$ cat config.mk
export PLATFORM = sky130hd
export DESIGN_NAME = sd_crc16_unit
export DESIGN_NICKNAME = d
export VERILOG_FILES = /design/src/rtl/sd_crc16_unit.sv
export SDC_FILE = /design/constraint.sdc
export NUM_CORES = 1
export LEC_CHECK = 0
export CORE_ASPECT_RATIO = 0.8
export CORE_MARGIN = 1.5
export CORE_UTILIZATION = 49
export DETAILED_ROUTE_END_ITERATION = 10
export MAX_ROUTING_LAYER = met4
export PLACE_DENSITY = 0.8
export SYNTH_ARGS = -nofsm -noshare
export SYNTH_HDL_FRONTEND = slang
export SYNTH_SLANG_ARGS = --single-unit
$ cat constraint.sdc
create_clock -name cck -period 1.9 [get_ports cck]
set_input_delay 0.38 -clock cck [delete_from_list [all_inputs] [get_ports cck]]
set_output_delay 0.38 -clock cck [all_outputs]
set_load 0.01 [all_outputs]
$ cat src/rtl/sd_crc16_unit.sv
// sd_crc16_unit
// CRC-16/XMODEM (poly 0x1021, MSB-first, no reflection, no final XOR) engine
// that sits beside an SPI shifter for SD-card block transfers. It hashes one
// bit per bit_stb, taken from either mosi or miso. With chk_en set it frames
// one data block of BLOCK_BYTES bytes. It then captures the 16 CRC bits that
// follow the block and compares them against the hash of the data.
//
// Ports
//   cck       clock, rising edge
//   _reset    synchronous active-low reset
//   clr       one-cycle clear of CRC, counters, FSM and flags (wins over bit_stb)
//   src_sel   0 = hash mosi, 1 = hash miso
//   chk_en    1 = block framing + CRC check, 0 = free-running CRC
//   bit_stb   one-cycle strobe marking a valid serial bit
//   mosi      outgoing serial bit
//   miso      incoming serial bit
//   crc       running CRC register
//   byte_cnt  completed bytes since clear (mod 1024)
//   busy      FSM in DATA or CHECK
//   crc_ok    sticky: received CRC matched
//   crc_err   sticky: received CRC mismatched
//
// state | meaning
// IDLE  | cleared, waiting for the first bit
// DATA  | hashing data bits
// CHECK | shifting received CRC into rx_crc, crc frozen
// DONE  | verdict latched, all bits ignored until clr/reset

module sd_crc16_unit #(
    parameter int          BLOCK_BYTES = 512,
    parameter logic [15:0] INIT        = 16'h0000
) (
    input  logic        cck,
    input  logic        _reset,
    input  logic        clr,
    input  logic        src_sel,
    input  logic        chk_en,
    input  logic        bit_stb,
    input  logic        mosi,
    input  logic        miso,
    output logic [15:0] crc,
    output logic [9:0]  byte_cnt,
    output logic        busy,
    output logic        crc_ok,
    output logic        crc_err
);

    typedef enum logic [1:0] {IDLE, DATA, CHECK, DONE} state_t;

    localparam logic [9:0] LAST_BYTE = 10'(BLOCK_BYTES - 1);

    state_t      state;
    logic [2:0]  bit_cnt;
    logic [3:0]  rx_cnt;
    logic [15:0] rx_crc;
    logic [15:0] crc_snap;

    logic        bit_in;
    logic [15:0] crc_next;
    logic [15:0] rx_next;
    logic        byte_done;

    assign bit_in    = src_sel ? miso : mosi;
    assign crc_next  = {crc[14:0], 1'b0} ^ ((crc[15] ^ bit_in) ? 16'h1021 : 16'h0000);
    assign rx_next   = {rx_crc[14:0], bit_in};
    assign byte_done = (bit_cnt == 3'd7);

    always_ff @(posedge cck) begin
        if (!_reset || clr) begin
            state    <= IDLE;
            crc      <= INIT;
            bit_cnt  <= 3'd0;
            byte_cnt <= 10'd0;
            rx_cnt   <= 4'd0;
            rx_crc   <= 16'h0000;
            crc_snap <= INIT;
            busy     <= 1'b0;
            crc_ok   <= 1'b0;
            crc_err  <= 1'b0;
        end else if (bit_stb) begin
            case (state)
                IDLE, DATA: begin
                    crc     <= crc_next;
                    bit_cnt <= bit_cnt + 3'd1;
                    state   <= DATA;
                    busy    <= 1'b1;
                    if (byte_done) begin
                        byte_cnt <= byte_cnt + 10'd1;
                    end
                    // The bit closing the last data byte ends the block; the
                    // snapshot holds the post-update CRC for the comparison.
                    if (chk_en && byte_done && byte_cnt == LAST_BYTE) begin
                        state    <= CHECK;
                        crc_snap <= crc_next;
                        rx_cnt   <= 4'd0;
                    end
                end
                CHECK: begin
                    rx_crc  <= rx_next;
                    rx_cnt  <= rx_cnt + 4'd1;
                    bit_cnt <= bit_cnt + 3'd1;
                    if (byte_done) begin
                        byte_cnt <= byte_cnt + 10'd1;
                    end
                    if (rx_cnt == 4'd15) begin
                        state <= DONE;
                        busy  <= 1'b0;
                        if (rx_next == crc_snap) begin
                            crc_ok <= 1'b1;
                        end else begin
                            crc_err <= 1'b1;
                        end
                    end
                end
                default: ;
            endcase
        end
    end

endmodule

==> flow_metrics.tcl <==
set metrics [dict create \
    avgRoutedWirePerCell_um 13.7 \
    setup_viol_count_final 0 \
    grt_max_degree 53 \
    power_uw 2930 \
    busiest_layer "met2" \
    synth_xor_area_frac 0.0862 \
    rrSetupSlack_ns 0.15 \
    syn_area_per_cell_um2 8.37 \
    grt_first_pass_wirelength_mm 10.7 \
    antenna_cells 0 \
    ys_seq_area_frac 0.469 \
    ant_nets 0 \
    synthAdderAreaFrac 0.0170 \
    overflow 0 \
    drtIter0Drc 157 \
    crit_path_frequent_cell "ha_1" \
    reg2reg_to "rx_cnt[3]" \
    grt_use_total 0.224 \
    hold_depth 2 \
    cts_tree "yes" \
    ys_seq_elements 69 \
    p_leak_uw 0.00121 \
    synth.area.mux_share 0.0102 \
    dp.cells 457 \
    min_from "crc_snap[6]" \
    io_buffer_count 36 \
    cts_buffer_depth 2 \
    synth.distinct_cells 37 \
    endpoint_kind "flip-flop" \
    start_util 0.504 \
    wl_mm 6.49 \
    syn2layout_area_growth_pct 23.1 \
    worstPathArrival_ns 1.99 \
    cp_max_fo 16 \
    status "finished clean" \
    gp_congestion 0.883 \
    synth_nets 364 \
    hold_class "flip-flop to flip-flop" \
    drc 0 \
    synth_top_family_by_area "simple AND/OR/NAND/NOR gates" \
    fp.dieH_um 72.3 \
    hold_buffers 0 \
    antenna_found_initial 0 \
    period_needed_ns 1.75 \
    yosys_warnings 0 \
    drive_gt1_frac 0.107 \
    netlist_instances 352 \
    cts_sinks 69 \
    die_w_um 89.7 \
    rows 25 \
    ff2ff_path_depth 6 \
    root_buffer "clkbuf_8" \
    pre_cts_ws_ns -0.0886 \
    synth_compound_area_frac 0.116 \
    synthSimpleGateAreaFrac 0.232 \
    slowest_stage "or4_4" \
    layout_setup_ws_ns 0.148 \
    final.setup_skew_ns 0.00796 \
    report.final.slew_viol_count 0 \
    grt_use_met3 0.0739 \
    r2r-start "bit_cnt[0]" \
    die-area_mm2 0.00649 \
    path_clk_slew_ns 0.07 \
    dp_hpwl_mm 4.48 \
    numCtsBuffers 9 \
    clock_latency_ns 0.34 \
    num_vias 2450 \
    path_class "flip-flop to flip-flop" \
    final_area_mm2 0.00362 \
    peakVddDrop_uv 407 \
    rsz0062_at_grt "false" \
    layout.nets 399 \
    cp-start-kind "flip-flop" \
    cp_cell_sequence "ha_1 -> ha_1 -> nand4b_1 -> or4_4 -> nand2_1 -> nor2_1" \
    dr.pass1.iters 4 \
    hold_viol 0 \
    io_pins 37 \
    fmax_mhz 571 \
    htree_levels 3 \
    grt_util_met1 0.299 \
    place_area_mm2 0.00340 \
    gr-usage-met2 0.328 \
    grt_pass1_vias 2285 \
    cts_setup_buffers 0 \
    syn_area_mm2 0.00295 \
    worstHoldEndpoint "crc_snap[6]" \
    drv_cap 0 \
    pwr_density_cell_mw_per_mm2 808 \
    post_layout_nonfiller_instances 473 \
    final.period_utilization 0.922 \
    tightest_slew_ns 0.422 \
    cpPeakStageDelay_ns 0.57 \
    vias_per_cell 5.18 \
    required_ns 2.13 \
    max_slew_margin 0.717 \
    cts_resized 0 \
    core_region_area_mm2 0.00585 \
]
[placed cells by master (no fill, tap or decap), types with 2 or more instances in the layout]
master / count
a211oi_1: 3
a21oi_1: 52
a221oi_1: 2
and2_1: 2
buf_12: 3
buf_4: 17
bufinv_16: 2
clkbuf_1: 2
clkbuf_8: 11
clkdlybuf4s50_1: 36
dfxtp_1: 69
ha_1: 4
inv_1: 2
mux2i_1: 3
nand2_1: 90
nand2_2: 2
nand3_1: 7
nand4_1: 9
nor2_1: 19
nor2b_1: 2
nor3_1: 3
o21ai_0: 5
or3_1: 3
xnor2_1: 21
xor2_1: 8
[kinds of logic (layout without fill, tap and decap cells)]
group	count (synthesis)	count (layout)
adder cells (fa/ha/maj)	4	4
multiplexers	3	3
AND/OR/NAND/NOR	149	149
XOR/XNOR	29	29
flip-flops	69	69
buffers and inverters	34	74
AO/OA/AOI/OAI	64	64
[flip-flops by register name, summed over array words and instances, names as in the netlist]
name / cells
crc_err: 1
bit_cnt: 3
crc_snap: 16
state: 2
crc_ok: 1
byte_cnt: 10
busy: 1
crc: 16
rx_cnt: 4
rx_crc: 15
[cell type report]
| cell class | count | area, um^2 |
|---|---|---|
| sequential | 69 | 1380 |
| inverter | 2 | 7.51 |
| tap | 81 | 101 |
| multi-input combinational | 249 | 1360 |
| fill | 492 | 2220 |
| clock inverter | 3 | 67.6 |
| timing repair buffer | 56 | 548 |
| clock buffer | 13 | 159 |
[how the worst max path moves through the flow]
stage               start            to  slack [ns]
6_report       bit_cnt[0]     rx_cnt[3]        0.15
5_1_grt        bit_cnt[0]     rx_cnt[3]        0.05
4_1_cts        bit_cnt[0]     rx_cnt[3]        0.14
3_5_place_dp      src_sel       crc_err       -0.09
3_3_place_gp      src_sel       crc_err       -0.06
2_1_floorplan  bit_cnt[0]  crc_snap[10]        0.01
[where the power goes]
part           switching (uW)  internal [uW]
Combinational            68.8           59.5
Clock                     528            812
Sequential               6.81           1450
[routing by layer]
metal,vias up,share of wire
met5,-,0
met4,0,0.010
met3,6,0.055
met2,67,0.45
met1,1147,0.48
li1,1230,-
[metrics by stage]
step / setup TNS (ns) / utilization / hold WS (ns)
3_3_place_gp: -0.599 / 0.581 / 0.457
6_report: 0 / 0.620 / 0.469
2_1_floorplan: 0 / - / 0.444
5_1_grt: 0 / 0.620 / 0.483
4_1_cts: 0 / 0.620 / 0.469
3_5_place_dp: -1.44 / 0.581 / 0.460
[critical path, delay by kind of cell, from the launching register on]
family	cells	cell delay [ns]
adders and majority gates	2	0.35
DFF	1	0.35
and+or+nand+nor	4	0.95
[cell usage after synthesis]
cell      count  area share
nand2_2       2      0.0042
dfxtp_1      69        0.47
or4_4         1      0.0038
mux2i_1       3       0.010
o21ai_0       5      0.0085
a21oi_1      52       0.088
nand3_1       7       0.012
ha_1          4       0.017
or3_1         3      0.0064
and3_2        1      0.0025
a22o_1        1      0.0030
and3b_1       1      0.0030
clkbuf_1      8       0.010
nand2b_1      2      0.0042
buf_2         3      0.0051
nand4_1       9       0.019
inv_1         2      0.0025
nor2_1       19       0.024
xor2_1        8       0.024
buf_1         4      0.0051
nand4_2       1      0.0042
nand4b_1      1      0.0030
nor4_4        1      0.0072
nand2_1      90        0.11
nor3_1        3      0.0051
buf_4        14       0.036
or2_2         1      0.0021
buf_6         3       0.011
a211oi_1      3      0.0076
a221oi_1      2      0.0059
xnor2_1      21       0.062
a21boi_0      1      0.0025
nor4_1        1      0.0021
nor2b_1       2      0.0042
and3_1        1      0.0021
and4_1        1      0.0030
and2_1        2      0.0042
(Power assumes the default switching activity.)
